### src/rtl/qsfp_i2c_arbiter.sv
// Arbitrates the shared QSFP I2C engine between the poller and software, prepending
// a TCA9548 channel-select write when the cached channel differs, with a watchdog.
module qsfp_i2c_arbiter #(
  parameter int         QSFP_COUNT   = 2,
  parameter logic [6:0] MUX_ADDR     = 7'h70,
  parameter int         CLOCK_RATE   = 100_000_000,
  parameter int         TIMEOUT_US   = 2000,
  parameter int         RESET_CYCLES = 100,
  localparam int        CH_W         = (QSFP_COUNT > 1) ? $clog2(QSFP_COUNT) : 1
) (
  input  logic            clk,
  input  logic            rst,
  input  logic            sw_req,
  input  logic [CH_W-1:0] sw_chan,
  input  logic [6:0]      sw_dev,
  input  logic [7:0]      sw_reg,
  input  logic            sw_rnw,
  input  logic [7:0]      sw_wdata,
  output logic            sw_ack,
  output logic            sw_err,
  input  logic            poll_req,
  input  logic [CH_W-1:0] poll_chan,
  input  logic [6:0]      poll_dev,
  input  logic [7:0]      poll_reg,
  input  logic            poll_rnw,
  input  logic [7:0]      poll_wdata,
  output logic            poll_ack,
  output logic            poll_err,
  output logic [7:0]      rdata,
  input  logic            freeze,
  output logic            eng_start,
  output logic [6:0]      eng_dev,
  output logic [7:0]      eng_reg,
  output logic            eng_noreg,
  output logic            eng_rnw,
  output logic [7:0]      eng_wdata,
  input  logic            eng_done,
  input  logic            eng_nack,
  input  logic [7:0]      eng_rdata,
  output logic            busmux_reset,
  output logic            run_stat,
  output logic [2:0]      dbg_state
);

  // Handshake: a requester holds req (and its fields) high until its one-cycle ack;
  // err and rdata are valid in the ack cycle. Toward the engine, eng_start is a
  // one-cycle command and eng_done a one-cycle response carrying eng_nack/eng_rdata.

  localparam longint TO_CYC = (longint'(TIMEOUT_US) * longint'(CLOCK_RATE)) / longint'(1_000_000);
  localparam int WD_W = $clog2(TO_CYC + 1);
  localparam logic [WD_W-1:0] WD_LAST = WD_W'(TO_CYC - 1);
  localparam int RC_W = $clog2(RESET_CYCLES + 1);
  localparam logic [RC_W-1:0] RC_LAST = RC_W'(RESET_CYCLES - 1);

  typedef enum logic [2:0] {
    S_IDLE       = 3'd0,
    S_MUX_START  = 3'd1,
    S_MUX_WAIT   = 3'd2,
    S_XFER_START = 3'd3,
    S_XFER_WAIT  = 3'd4,
    S_RESP       = 3'd5,
    S_BUSRESET   = 3'd6
  } state_t;

  state_t          r_state;
  logic            r_last_sw;
  logic            r_gnt_sw;
  logic [CH_W-1:0] r_chan;
  logic [6:0]      r_dev;
  logic [7:0]      r_reg;
  logic            r_rnw;
  logic [7:0]      r_wdata;
  logic            r_chan_valid;
  logic [CH_W-1:0] r_cur_chan;
  logic [WD_W-1:0] r_wdog;
  logic [RC_W-1:0] r_rst_cnt;
  logic            r_sw_ack, r_sw_err, r_poll_ack, r_poll_err;
  logic [7:0]      r_rdata;
  logic            r_eng_start, r_eng_noreg, r_eng_rnw;
  logic [6:0]      r_eng_dev;
  logic [7:0]      r_eng_reg, r_eng_wdata;
  logic            r_busmux_reset;
  logic            r_run_stat;

  logic            w_sw_elig, w_poll_elig, w_pick_sw;
  logic [CH_W-1:0] w_req_chan;

  // On a tie the requester that did not win last time is picked.
  assign w_sw_elig   = sw_req;
  assign w_poll_elig = poll_req & ~freeze;
  assign w_pick_sw   = w_sw_elig & (~w_poll_elig | ~r_last_sw);
  assign w_req_chan  = w_pick_sw ? sw_chan : poll_chan;

  always_ff @(posedge clk) begin
    if (rst) begin
      r_state        <= S_IDLE;
      r_last_sw      <= 1'b0;
      r_gnt_sw       <= 1'b0;
      r_chan         <= '0;
      r_dev          <= '0;
      r_reg          <= '0;
      r_rnw          <= 1'b0;
      r_wdata        <= '0;
      r_chan_valid   <= 1'b0;
      r_cur_chan     <= '0;
      r_wdog         <= '0;
      r_rst_cnt      <= '0;
      r_sw_ack       <= 1'b0;
      r_sw_err       <= 1'b0;
      r_poll_ack     <= 1'b0;
      r_poll_err     <= 1'b0;
      r_rdata        <= '0;
      r_eng_start    <= 1'b0;
      r_eng_dev      <= '0;
      r_eng_reg      <= '0;
      r_eng_noreg    <= 1'b0;
      r_eng_rnw      <= 1'b0;
      r_eng_wdata    <= '0;
      r_busmux_reset <= 1'b0;
      r_run_stat     <= 1'b0;
    end else begin
      r_eng_start <= 1'b0;
      r_sw_ack    <= 1'b0;
      r_sw_err    <= 1'b0;
      r_poll_ack  <= 1'b0;
      r_poll_err  <= 1'b0;
      case (r_state)
        S_IDLE: begin
          if (w_sw_elig || w_poll_elig) begin
            r_gnt_sw   <= w_pick_sw;
            r_last_sw  <= w_pick_sw;
            r_chan     <= w_req_chan;
            r_dev      <= w_pick_sw ? sw_dev   : poll_dev;
            r_reg      <= w_pick_sw ? sw_reg   : poll_reg;
            r_rnw      <= w_pick_sw ? sw_rnw   : poll_rnw;
            r_wdata    <= w_pick_sw ? sw_wdata : poll_wdata;
            r_run_stat <= 1'b1;
            r_state    <= (!r_chan_valid || (w_req_chan != r_cur_chan)) ? S_MUX_START : S_XFER_START;
          end
        end
        S_MUX_START: begin
          r_eng_start <= 1'b1;
          r_eng_dev   <= MUX_ADDR;
          r_eng_reg   <= 8'h00;
          r_eng_noreg <= 1'b1;
          r_eng_rnw   <= 1'b0;
          r_eng_wdata <= 8'd1 << r_chan;
          r_wdog      <= '0;
          r_state     <= S_MUX_WAIT;
        end
        S_XFER_START: begin
          r_eng_start <= 1'b1;
          r_eng_dev   <= r_dev;
          r_eng_reg   <= r_reg;
          r_eng_noreg <= 1'b0;
          r_eng_rnw   <= r_rnw;
          r_eng_wdata <= r_wdata;
          r_wdog      <= '0;
          r_state     <= S_XFER_WAIT;
        end
        S_MUX_WAIT, S_XFER_WAIT: begin
          // A completion in the same cycle as the terminal count takes priority.
          if (eng_done) begin
            if (r_state == S_XFER_WAIT) begin
              r_rdata    <= eng_rdata;
              r_sw_ack   <= r_gnt_sw;
              r_poll_ack <= ~r_gnt_sw;
              r_sw_err   <= r_gnt_sw & eng_nack;
              r_poll_err <= ~r_gnt_sw & eng_nack;
              r_state    <= S_RESP;
            end else if (eng_nack) begin
              r_chan_valid <= 1'b0;
              r_sw_ack     <= r_gnt_sw;
              r_poll_ack   <= ~r_gnt_sw;
              r_sw_err     <= r_gnt_sw;
              r_poll_err   <= ~r_gnt_sw;
              r_state      <= S_RESP;
            end else begin
              r_cur_chan   <= r_chan;
              r_chan_valid <= 1'b1;
              r_state      <= S_XFER_START;
            end
          end else if (r_wdog == WD_LAST) begin
            r_chan_valid   <= 1'b0;
            r_busmux_reset <= 1'b1;
            r_rst_cnt      <= '0;
            r_state        <= S_BUSRESET;
          end else begin
            r_wdog <= r_wdog + 1'b1;
          end
        end
        S_BUSRESET: begin
          if (r_rst_cnt == RC_LAST) begin
            r_busmux_reset <= 1'b0;
            r_sw_ack       <= r_gnt_sw;
            r_poll_ack     <= ~r_gnt_sw;
            r_sw_err       <= r_gnt_sw;
            r_poll_err     <= ~r_gnt_sw;
            r_state        <= S_RESP;
          end else begin
            r_rst_cnt <= r_rst_cnt + 1'b1;
          end
        end
        S_RESP: begin
          r_run_stat <= 1'b0;
          r_state    <= S_IDLE;
        end
        default: r_state <= S_IDLE;
      endcase
    end
  end

  assign sw_ack       = r_sw_ack;
  assign sw_err       = r_sw_err;
  assign poll_ack     = r_poll_ack;
  assign poll_err     = r_poll_err;
  assign rdata        = r_rdata;
  assign eng_start    = r_eng_start;
  assign eng_dev      = r_eng_dev;
  assign eng_reg      = r_eng_reg;
  assign eng_noreg    = r_eng_noreg;
  assign eng_rnw      = r_eng_rnw;
  assign eng_wdata    = r_eng_wdata;
  assign busmux_reset = r_busmux_reset;
  assign run_stat     = r_run_stat;
  assign dbg_state    = r_state;

endmodule

### config.mk
export PLATFORM = sky130hd
export DESIGN_NAME = qsfp_i2c_arbiter
export DESIGN_NICKNAME = d
export VERILOG_FILES = /design/src/rtl/qsfp_i2c_arbiter.sv
export SDC_FILE = /design/constraint.sdc
export NUM_CORES = 1
export LEC_CHECK = 0
export ABC_AREA = 1
export BUFFER_PORTS_ARGS = -buffer_cell sky130_fd_sc_hd__buf_2
export CORE_MARGIN = 2
export CORE_UTILIZATION = 45
export CTS_CLUSTER_SIZE = 28
export DETAILED_ROUTE_END_ITERATION = 12
export PLACE_DENSITY = 0.69
export REMOVE_ABC_BUFFERS = 1
export SKIP_CTS_REPAIR_TIMING = 1
export SLEW_MARGIN = 30
export SYNTH_ARGS = -nofsm -noshare
export SYNTH_HDL_FRONTEND = slang
export SYNTH_SLANG_ARGS = --single-unit
### constraint.sdc
create_clock -name clk -period 2.7 [get_ports clk]
set_input_delay 0.405 -clock clk [delete_from_list [all_inputs] [get_ports clk]]
set_output_delay 0.405 -clock clk [all_outputs]
set_load 0.02 [all_outputs]
==> results.cfg <==
[clock_tree]
clkLatencyLatePin_ps = 370
cts_sinks = 96
clk_path_buf_depth = 2
cts-buffers-inserted = 9
htreeDepth = 3
cts_tree = done
cts.clk_slew.worst_paths_ps = 100
root_buffer = clkbuf_8

[global_routing]
grt_util_all_layers = 0.2216
grt_max_degree = 34
grt_pass1_vias = 4076
antenna_found_initial = 0
grt_pass1_wl_um = 18620
grt-ovfl-total = 0

[synth]
synth_area_mm2 = 0.004330
syn_avg_cell_area_um2 = 7.315
synth-main-ff-cell = dfxtp_1
synth_seq_cells = 96
seq_area_frac_synth = 0.4438
synth_warnings = 0
ys_async_sr_fraction = 0
synth.distinct_cells = 38
synth_edf_count = 0
synthCells = 592

[placement]
gp_congestion = 0.9227
dp_hpwl_um = 7935
port_buffers = 107

[sta]
post-route-period-util = 0.7703
min_period_ps = 2080
max_freq_mhz = 480.8
rsz0062_at_grt = false
setup_viol = 0
slew_headroom = 0.4917
tns_ps = 0
hold_viol_final = 0
fin_worst_skew_ps = 11.02
tightest_slew_ps = 761.6
slew_violations = 0

[floorplanning]
dieArea_mm2 = 0.01042
start_util = 0.4664
core-area_mm2 = 0.009284
ios = 108
dieWidth_um = 102.1
die_y_um = 102.1
num_rows = 35

[critical_path]
crit_buf_inv = 0
crit_chain = ha_1 -> nand2_1 -> nor2_1 -> nand3_2 -> a21oi_4 -> nor2_1 -> nor2_1 -> nor2_1
critical-path-max-stage-delay_ps = 500
path_max_fanout = 10
crit_path_end_kind = register
crit_required_ps = 2960
setup.worst_path.class = register to register
path_delay_family = simple AND/OR/NAND/NOR gates
crit_arrival_ps = 2340
cpMostUsedCell = nor2_1
crit_path_start_kind = register
crit_slowest_cell = dfxtp_1

[finish]
largest_reg_flops = 18
finalNetCount = 758
final_cell_mix = 144 x nand2_1, 107 x buf_2, 96 x dfxtp_1
area_delta_synth_final_pct = 19.13
regMostFlops = r_wdog
final_common_cell = nand2_1
utilization = 0.5557
insertedDiodeCount = 0
drive_above_1_share = 0.2198

[power_and_ir_drop]
p_leak_nw = 2.154
power_density_mw_per_mm2 = 812.5
comb_power_share = 0.318
pwr-share-seq = 0.433
p_sw_mw = 1.602
ir_drop_mv = 0.4029
clock_power_share = 0.248
internal_power_mw = 2.590
p_sw_frac = 0.3822

[routing]
wl_per_cell_um = 13.37
viasPerCell = 5.154
drt_wl_total_um = 11030
antenna_left = 0
drt-pass1-iter-count = 4
drt_iter0_drc = 225
remaining_drc_errors = 0
vias = 4252

[outcome]
status = complete, no violations

[job]
cap_violations = 0

[min_path]
min_path_type = input pin to register
==> synthesized netlist by cell type (3+ instances only) <==
| library cell | count | area share |
|---|---|---|
| nand2_1 | 144 | 0.12 |
| dfxtp_1 | 96 | 0.44 |
| nor2_1 | 78 | 0.068 |
| o21ai_0 | 48 | 0.055 |
| inv_1 | 40 | 0.035 |
| a21oi_1 | 35 | 0.040 |
| nand3_1 | 31 | 0.036 |
| a31oi_1 | 15 | 0.022 |
| clkbuf_1 | 15 | 0.013 |
| nor3_1 | 11 | 0.013 |
| o31ai_1 | 10 | 0.017 |
| a32o_1 | 9 | 0.021 |
| nand4_1 | 6 | 0.0087 |
| xor2_1 | 6 | 0.012 |
| inv_2 | 5 | 0.0043 |
| nand2_2 | 5 | 0.0072 |
| buf_2 | 3 | 0.0035 |
| buf_4 | 3 | 0.0052 |
| nand2_4 | 3 | 0.0078 |
| nor2_4 | 3 | 0.0078 |
| o221a_2 | 3 | 0.0078 |
==> path summary, 6_finish.rpt <==
kind	start	end	slack, ps	cells after the start
worst max-delay path	r_wdog[0]	r_wdog[17]	620	8
worst min-delay path	sw_reg[6]	r_reg[6]	280	3
worst max register to register	r_wdog[0]	r_wdog[17]	620	8
worst min register to register	eng_dev[1]	eng_dev[1]	460	2
==> power by group through the flow <==
stage               clock network (mW)  logic [mW]  registers [mW]
floorplan                            0       0.818            1.91
global placement                     0        1.32            1.83
detailed placement                   0        1.34            1.84
CTS                               1.06        1.34            1.81
global route                      1.11        1.49            1.85
finish                            1.04        1.33            1.82
==> tightest hold or removal path: cells and delay by family <==
| family | cells | cell delay, ps |
|---|---|---|
| buffers and inverters | 1 | 70 |
| AOI/OAI and AO/OA | 2 | 140 |
==> area by class of cell <==
cell class	count	area, um2
clock buffer	10	127.6
clock inverter	6	90.09
fill	902	4125
inverter	47	177.7
multi-input combinational	426	2115
sequential	96	1922
tap	129	161.4
timing repair buffer	111	565.5
==> metal layers <==
| layer | wire [um] | track usage | vias to the layer above |
|---|---|---|---|
| met4 | 206 | 0.07179 | 0 |
| met2 | 4954 | 0.3532 | 121 |
| li1 | - | - | 2170 |
| met5 | 0 | 0 | - |
| met3 | 772 | 0.05814 | 16 |
| met1 | 5099 | 0.2944 | 1945 |
==> through the flow <==
step / hold WS, ps / setup slack (ps) / std cells / instance area (um2) / power, mW
final: 276.9 / 620.2 / 825 / 5159 / 4.192
after global routing: 271.4 / 344.2 / 825 / 5159 / 4.457
after CTS: 265.6 / 606.7 / 825 / 5159 / 4.215
after detailed placement: 443.0 / 617.6 / 809 / 4941 / 3.184
after global placement: 434.9 / 665.5 / 809 / 4941 / 3.151
after floorplan: 433.1 / 351.5 / 569 / 4214 / 2.726
==> cells by family after synthesis <==
group	synth area share
compound gates	0.1774
xor+xnor	0.01416
fa+ha+maj	0.005778
buf+inv	0.06789
flops	0.4438
simple gates	0.2910
Power figures use the tool's default switching activity.
